File: config.mk
export PLATFORM = sky130hd
export DESIGN_NAME = logic_core
export DESIGN_NICKNAME = d
export VERILOG_FILES = /design/src/rtl/logic_pkg.sv /design/src/rtl/conv_mac.sv /design/src/rtl/logic_core.sv
export SDC_FILE = /design/constraint.sdc
export NUM_CORES = 2
export LEC_CHECK = 0
export BUFFER_PORTS_ARGS = -buffer_cell sky130_fd_sc_hd__clkbuf_2
export CORE_ASPECT_RATIO = 1.1
export CORE_MARGIN = 5
export CORE_UTILIZATION = 51
export CTS_CLUSTER_SIZE = 25
export DETAILED_ROUTE_END_ITERATION = 10
export PLACE_DENSITY_LB_ADDON = 0.1
export SYNTH_ARGS = -nofsm -noshare
export SYNTH_HDL_FRONTEND = slang
export SYNTH_SLANG_ARGS = --single-unit
File: constraint.sdc
create_clock -name clk -period 17.5 [get_ports clk]
set_input_delay 0.875 -clock clk [delete_from_list [all_inputs] [get_ports clk]]
set_output_delay 0.875 -clock clk [all_outputs]
set_load 0.05 [all_outputs]
File: src/rtl/logic_pkg.sv
// Shared constants and command-word decoding for the 9-tap convolution engine.
package logic_pkg;

   localparam int TAPS_DEF   = 9;
   localparam int DATA_W_DEF = 8;
   localparam int ACC_W_DEF  = 20;

   localparam int BUS_W     = 24;
   localparam int VALID_BIT = 23;
   localparam int TAG_BIT   = 22;
   localparam int OP_HI     = 21;
   localparam int OP_LO     = 18;
   localparam int IDX_HI    = 17;
   localparam int IDX_LO    = 14;
   localparam int DATA_HI   = 7;
   localparam int DATA_LO   = 0;

   localparam logic [3:0] OP_NOP        = 4'd0;
   localparam logic [3:0] OP_SET_WEIGHT = 4'd1;
   localparam logic [3:0] OP_PUSH_PIXEL = 4'd2;
   localparam logic [3:0] OP_CLEAR      = 4'd3;
   localparam logic [3:0] OP_SET_SHIFT  = 4'd4;

   typedef struct packed {
      logic       vld;
      logic       tag;
      logic [3:0] op;
      logic [3:0] idx;
      logic [7:0] data;
   } cmd_t;

   function automatic cmd_t decode_cmd(input logic [BUS_W-1:0] bus);
      cmd_t c;
      c.vld  = bus[VALID_BIT];
      c.tag  = bus[TAG_BIT];
      c.op   = bus[OP_HI:OP_LO];
      c.idx  = bus[IDX_HI:IDX_LO];
      c.data = bus[DATA_HI:DATA_LO];
      return c;
   endfunction

endpackage

File: src/rtl/conv_mac.sv
// Combinational 9-way signed x unsigned multiply-add tree with arithmetic output shift.
module conv_mac
   import logic_pkg::*;
#(
   parameter int TAPS   = TAPS_DEF,
   parameter int DATA_W = DATA_W_DEF,
   parameter int ACC_W  = ACC_W_DEF
) (
   input  logic signed [DATA_W-1:0] weight_i [TAPS],
   input  logic        [DATA_W-1:0] pixel_i  [TAPS],
   input  logic        [3:0]        shift_i,
   output logic signed [ACC_W-1:0]  sum_o
);

   logic signed [2*DATA_W:0] prod;
   logic signed [ACC_W-1:0]  acc;

   // Floor division by 2^sh; no saturation, the accumulator is sized for the worst case.
   function automatic logic signed [ACC_W-1:0] asr_floor(input logic signed [ACC_W-1:0] v,
                                                          input logic [3:0] sh);
      return v >>> sh;
   endfunction

   always_comb begin
      prod = '0;
      acc  = '0;
      for (int k = 0; k < TAPS; k++) begin
         prod = weight_i[k] * $signed({1'b0, pixel_i[k]});
         acc  = acc + ACC_W'(prod);
      end
      sum_o = asr_floor(acc, shift_i);
   end

endmodule

File: src/rtl/logic_core.sv
// Command-driven 9-tap convolution engine: tag-toggle command acceptance, weight/window
// state, and a registered dot-product result one edge after the completing pixel push.
module logic_core
   import logic_pkg::*;
#(
   parameter int TAPS   = TAPS_DEF,
   parameter int DATA_W = DATA_W_DEF,
   parameter int ACC_W  = ACC_W_DEF
) (
   input  logic                    clk,
   input  logic                    rst,
   input  logic [BUS_W-1:0]        master_bus,
   output logic signed [ACC_W-1:0] result,
   output logic                    result_valid,
   output logic                    error
);

   localparam logic [3:0] FULL = 4'(TAPS);

   cmd_t cmd;
   logic accept;
   logic rsvd_unused;

   logic signed [DATA_W-1:0] weight_q [TAPS];
   logic signed [DATA_W-1:0] weight_d [TAPS];
   logic        [DATA_W-1:0] win_q    [TAPS];
   logic        [DATA_W-1:0] win_d    [TAPS];
   logic [3:0]               fill_q, fill_d;
   logic [3:0]               shift_q, shift_d;
   logic                     tag_q, tag_d;
   logic                     fire_q, fire_d;
   logic                     err_q, err_d;
   logic signed [ACC_W-1:0]  result_q, result_d;
   logic                     valid_q, valid_d;
   logic signed [ACC_W-1:0]  mac_sum;

   assign rsvd_unused = ^master_bus[13:8];

   conv_mac #(
      .TAPS   (TAPS),
      .DATA_W (DATA_W),
      .ACC_W  (ACC_W)
   ) u_mac (
      .weight_i (weight_q),
      .pixel_i  (win_q),
      .shift_i  (shift_q),
      .sum_o    (mac_sum)
   );

   always_comb begin
      cmd      = decode_cmd(master_bus);
      accept   = cmd.vld && (cmd.tag != tag_q);
      weight_d = weight_q;
      win_d    = win_q;
      fill_d   = fill_q;
      shift_d  = shift_q;
      tag_d    = tag_q;
      fire_d   = 1'b0;
      err_d    = err_q;
      if (accept) begin
         tag_d = cmd.tag;
         case (cmd.op)
            OP_NOP: ;
            OP_SET_WEIGHT: begin
               if (cmd.idx < FULL) weight_d[cmd.idx] = $signed(cmd.data);
               else                err_d = 1'b1;
            end
            OP_PUSH_PIXEL: begin
               for (int k = TAPS - 1; k > 0; k--) win_d[k] = win_q[k-1];
               win_d[0] = cmd.data;
               fill_d   = (fill_q == FULL) ? fill_q : fill_q + 4'd1;
               fire_d   = (fill_d == FULL);
            end
            OP_CLEAR: begin
               win_d  = '{default: '0};
               fill_d = '0;
            end
            OP_SET_SHIFT: shift_d = cmd.data[3:0];
            default:      err_d = 1'b1;
         endcase
      end
      // Result stage samples state before this edge's command, so in-flight sums keep old coefficients.
      result_d = fire_q ? mac_sum : result_q;
      valid_d  = fire_q;
   end

   always_ff @(posedge clk or negedge rst) begin
      if (!rst) begin
         weight_q <= '{default: '0};
         win_q    <= '{default: '0};
         fill_q   <= '0;
         shift_q  <= '0;
         tag_q    <= 1'b0;
         fire_q   <= 1'b0;
         err_q    <= 1'b0;
         result_q <= '0;
         valid_q  <= 1'b0;
      end else begin
         weight_q <= weight_d;
         win_q    <= win_d;
         fill_q   <= fill_d;
         shift_q  <= shift_d;
         tag_q    <= tag_d;
         fire_q   <= fire_d;
         err_q    <= err_d;
         result_q <= result_d;
         valid_q  <= valid_d;
      end
   end

   assign result       = result_q;
   assign result_valid = valid_q;
   assign error        = err_q;

endmodule

==> metrics.txt <==
final instance area 31700 µm²; HP Class input pin to async pin; Core Area 59500 µm²; Detailed Place HPWL 64700 µm; placed instance area 31100 µm²; CTS clk-pin slew, worst paths 80 ps; Slew @ Worst Pin 983 ps; DR vias 21000; IO Count 48; area delta synth->final 4.27%; layout cell share with drive strength beyond 1 0.0569; Critical Path Slowest Stage Cell fa_1; synth warn 0; TNS Setup 0 ps; fmax 77.1 MHz; Final Hold Vio Count 0; GRT overflow 0; Global Route Usage Sum 0.254; relative slew slack 0.345; final setup violating endpoints 0; pwr dens 115 nW/µm²; cell area after synthesis 30400 µm²; largest stage delay on the critical path 590 ps; number of nets in the layout 4045; H-tree levels 4; CTS Buf Count 17; row count 94; Filler cells 5508; Synth Flop Type dfrtp_1; Syn Area/Cell 9.43 µm²; Routed wire per std cell 20.0 µm; Pre-Repair DR Iteration Count 5; post-synth cell types 76; DIE AREA 64700 µm²; Post-CTS Hold Buffers 0; # DRC 0; Starting DRT DRC Count 1084; startpoint types register; post-CTS setup repair buffer count 0; routability cong. 0.896; die height 266 µm; CTS Buffer Depth 2; largest net degree at the start of global routing 79; port bufs 41; Leak Pwr approximately 0.016 µW; max cap viols 0; Crit Path Max Fanout 10; diode count 0; CTS root buf clkbuf_16; VDD IR max 0.207 mV; initial core utilization 0.511; clock skew 19.9 ps; Area contributors post-synth fa_1 36%, dfrtp_1 14%, ha_1 13%; number of synthesized flops with an enable pin 0; RSZ-0062 raised after global routing no; sequential fraction of the synthesis area 0.145; post-synth top area share 0.362; max-slew violations 0; Async SR Flop Fraction 1.00; Worst-Skew Late Latency a little over 500 ps; die extent in x 243 µm; detail-routed via count per cell 5.33; syn nets 4123; WP data required 17850 ps; WL final approximately 80000 µm; first-pass GRT wire length 128000 µm; clk sinks 176; period utilization 0.741; cell taking the most area after synthesis fa_1; register bit total from synthesis 176; minimum clock period after layout 12970 ps; CTS tree built; number of global-route vias before repair about 23000; run status finished clean; initial antenna violation count 3; most frequent CP cell fa_1; WS Path Type register to register; DRT antenna net count 0; Post-CTS Resized 0; critical path capture point type register; Cells after Synth 3226; Arrival @ worst endpoint 13320 ps
[power by group]
part / switching (µW) / internal, µW / leakage, µW
Clock: 231 / 198 / 0.000304
Combinational: 1670 / 1060 / 0.0134
Sequential: 56.6 / 428 / 0.00241
Total: 1950 / 1690 / 0.0161
[synth_stat cells (all sizes together) (6+ instances only)]
cell      n
buf      16
nor3     21
a31oi    14
xor2     11
o211ai   12
mux2     80
nor2     76
nand3    14
ha      320
nand2b  112
nor2b    20
xnor2    27
a211oi   14
o21ai   107
and2    280
inv     753
clkbuf  127
a21o     12
or3       6
dfrtp   176
and3      6
fa      551
a21oi    28
nand2   349
mux2i     6
mux4      7
[cells by family after synthesis]
logic type	Yosys count	share of synthesized area
multiplexers	93	0.0368
buffers and inverters	899	0.111
AND/OR/NAND/NOR	902	0.150
XOR/XNOR	38	0.0109
AO/OA/AOI/OAI	247	0.0521
flip-flops	176	0.145
adder cells (fa/ha/maj)	871	0.494
[sequential cells by signal, summed over array words and instances (netlist names)]
register,cells
tag_q,1
error,1
shift_q,4
win_q,72
fire_q,1
fill_q,4
result_valid,1
result,20
weight_q,72
[area by class of cell]
class / instances / area, µm² / share of cell area
multi-input cells: 2151 / 22700 / 0.714
flip-flops and latches: 176 / 4400 / 0.139
inverters: 756 / 2840 / 0.0894
well taps: 768 / 961 / 0.0303
clock buffers: 17 / 425 / 0.0134
repair buffers: 46 / 251 / 0.00792
clock inverters: 15 / 206 / 0.00651
[layer usage]
metal  wire length [µm]  track usage  vias to the layer above
met5                  0            0                        -
met4               2870       0.0887                        0
met3               2400       0.0262                      119
met2              41400        0.463                      406
met1              31800        0.317                    10900
li1                   -            -                     9579
[worst max-delay path: cells and delay by family, from the launching register on]
kind	cells	cell delay, ps
xor gates and xnor gates	1	170
and+or+nand+nor	6	1690
DFF	1	550
AOI/OAI and AO/OA	8	1550
buffers and inverters	9	470
adders and majority gates	17	8410
[path summary, 6_finish.rpt]
kind                       depth (start not counted)  startpoint        end  slack [ps]
setup / recovery                                  41   win_q[69]  result[5]        4530
hold / removal                                     1         rst  win_q[57]         360
setup reg to reg                                  41   win_q[69]  result[5]        4530
hold reg to reg                                    1       error      error         500
max in group asynchronous                          2         rst  win_q[36]       15730
min in group clk                                   1       error      error         500
[metrics by stage]
| step | hold WS (ps) | cells | util | total power (µW) | worst slack [ps] |
|---|---|---|---|---|---|
| final | 362 | 3929 | 0.533 | 3640 | 4530 |
| after CTS | 340 | 3929 | 0.533 | 3650 | 4460 |
| after global placement | 467 | 3897 | 0.523 | 3180 | 4630 |
| after detailed placement | 478 | 3897 | 0.523 | 3200 | 4460 |
| after floorplan | 435 | 3226 | - | 2530 | 5590 |
| after global routing | 386 | 3929 | 0.533 | 3960 | 3730 |
[cells in the final DEF (no fill, tap or decap), drive strengths merged, types with 7 or more instances in the layout]
| cell | n |
|---|---|
| a211oi | 14 |
| a21o | 12 |
| a21oi | 28 |
| a31oi | 14 |
| and2 | 280 |
| clkbuf | 58 |
| clkinv | 11 |
| dfrtp | 176 |
| fa | 551 |
| ha | 320 |
| inv | 760 |
| mux2 | 80 |
| mux4 | 7 |
| nand2 | 349 |
| nand2b | 112 |
| nand3 | 14 |
| nor2 | 76 |
| nor2b | 20 |
| nor3 | 21 |
| o211ai | 12 |
| o21ai | 107 |
| xnor2 | 27 |
| xor2 | 11 |
Power figures use the tool's default switching activity.
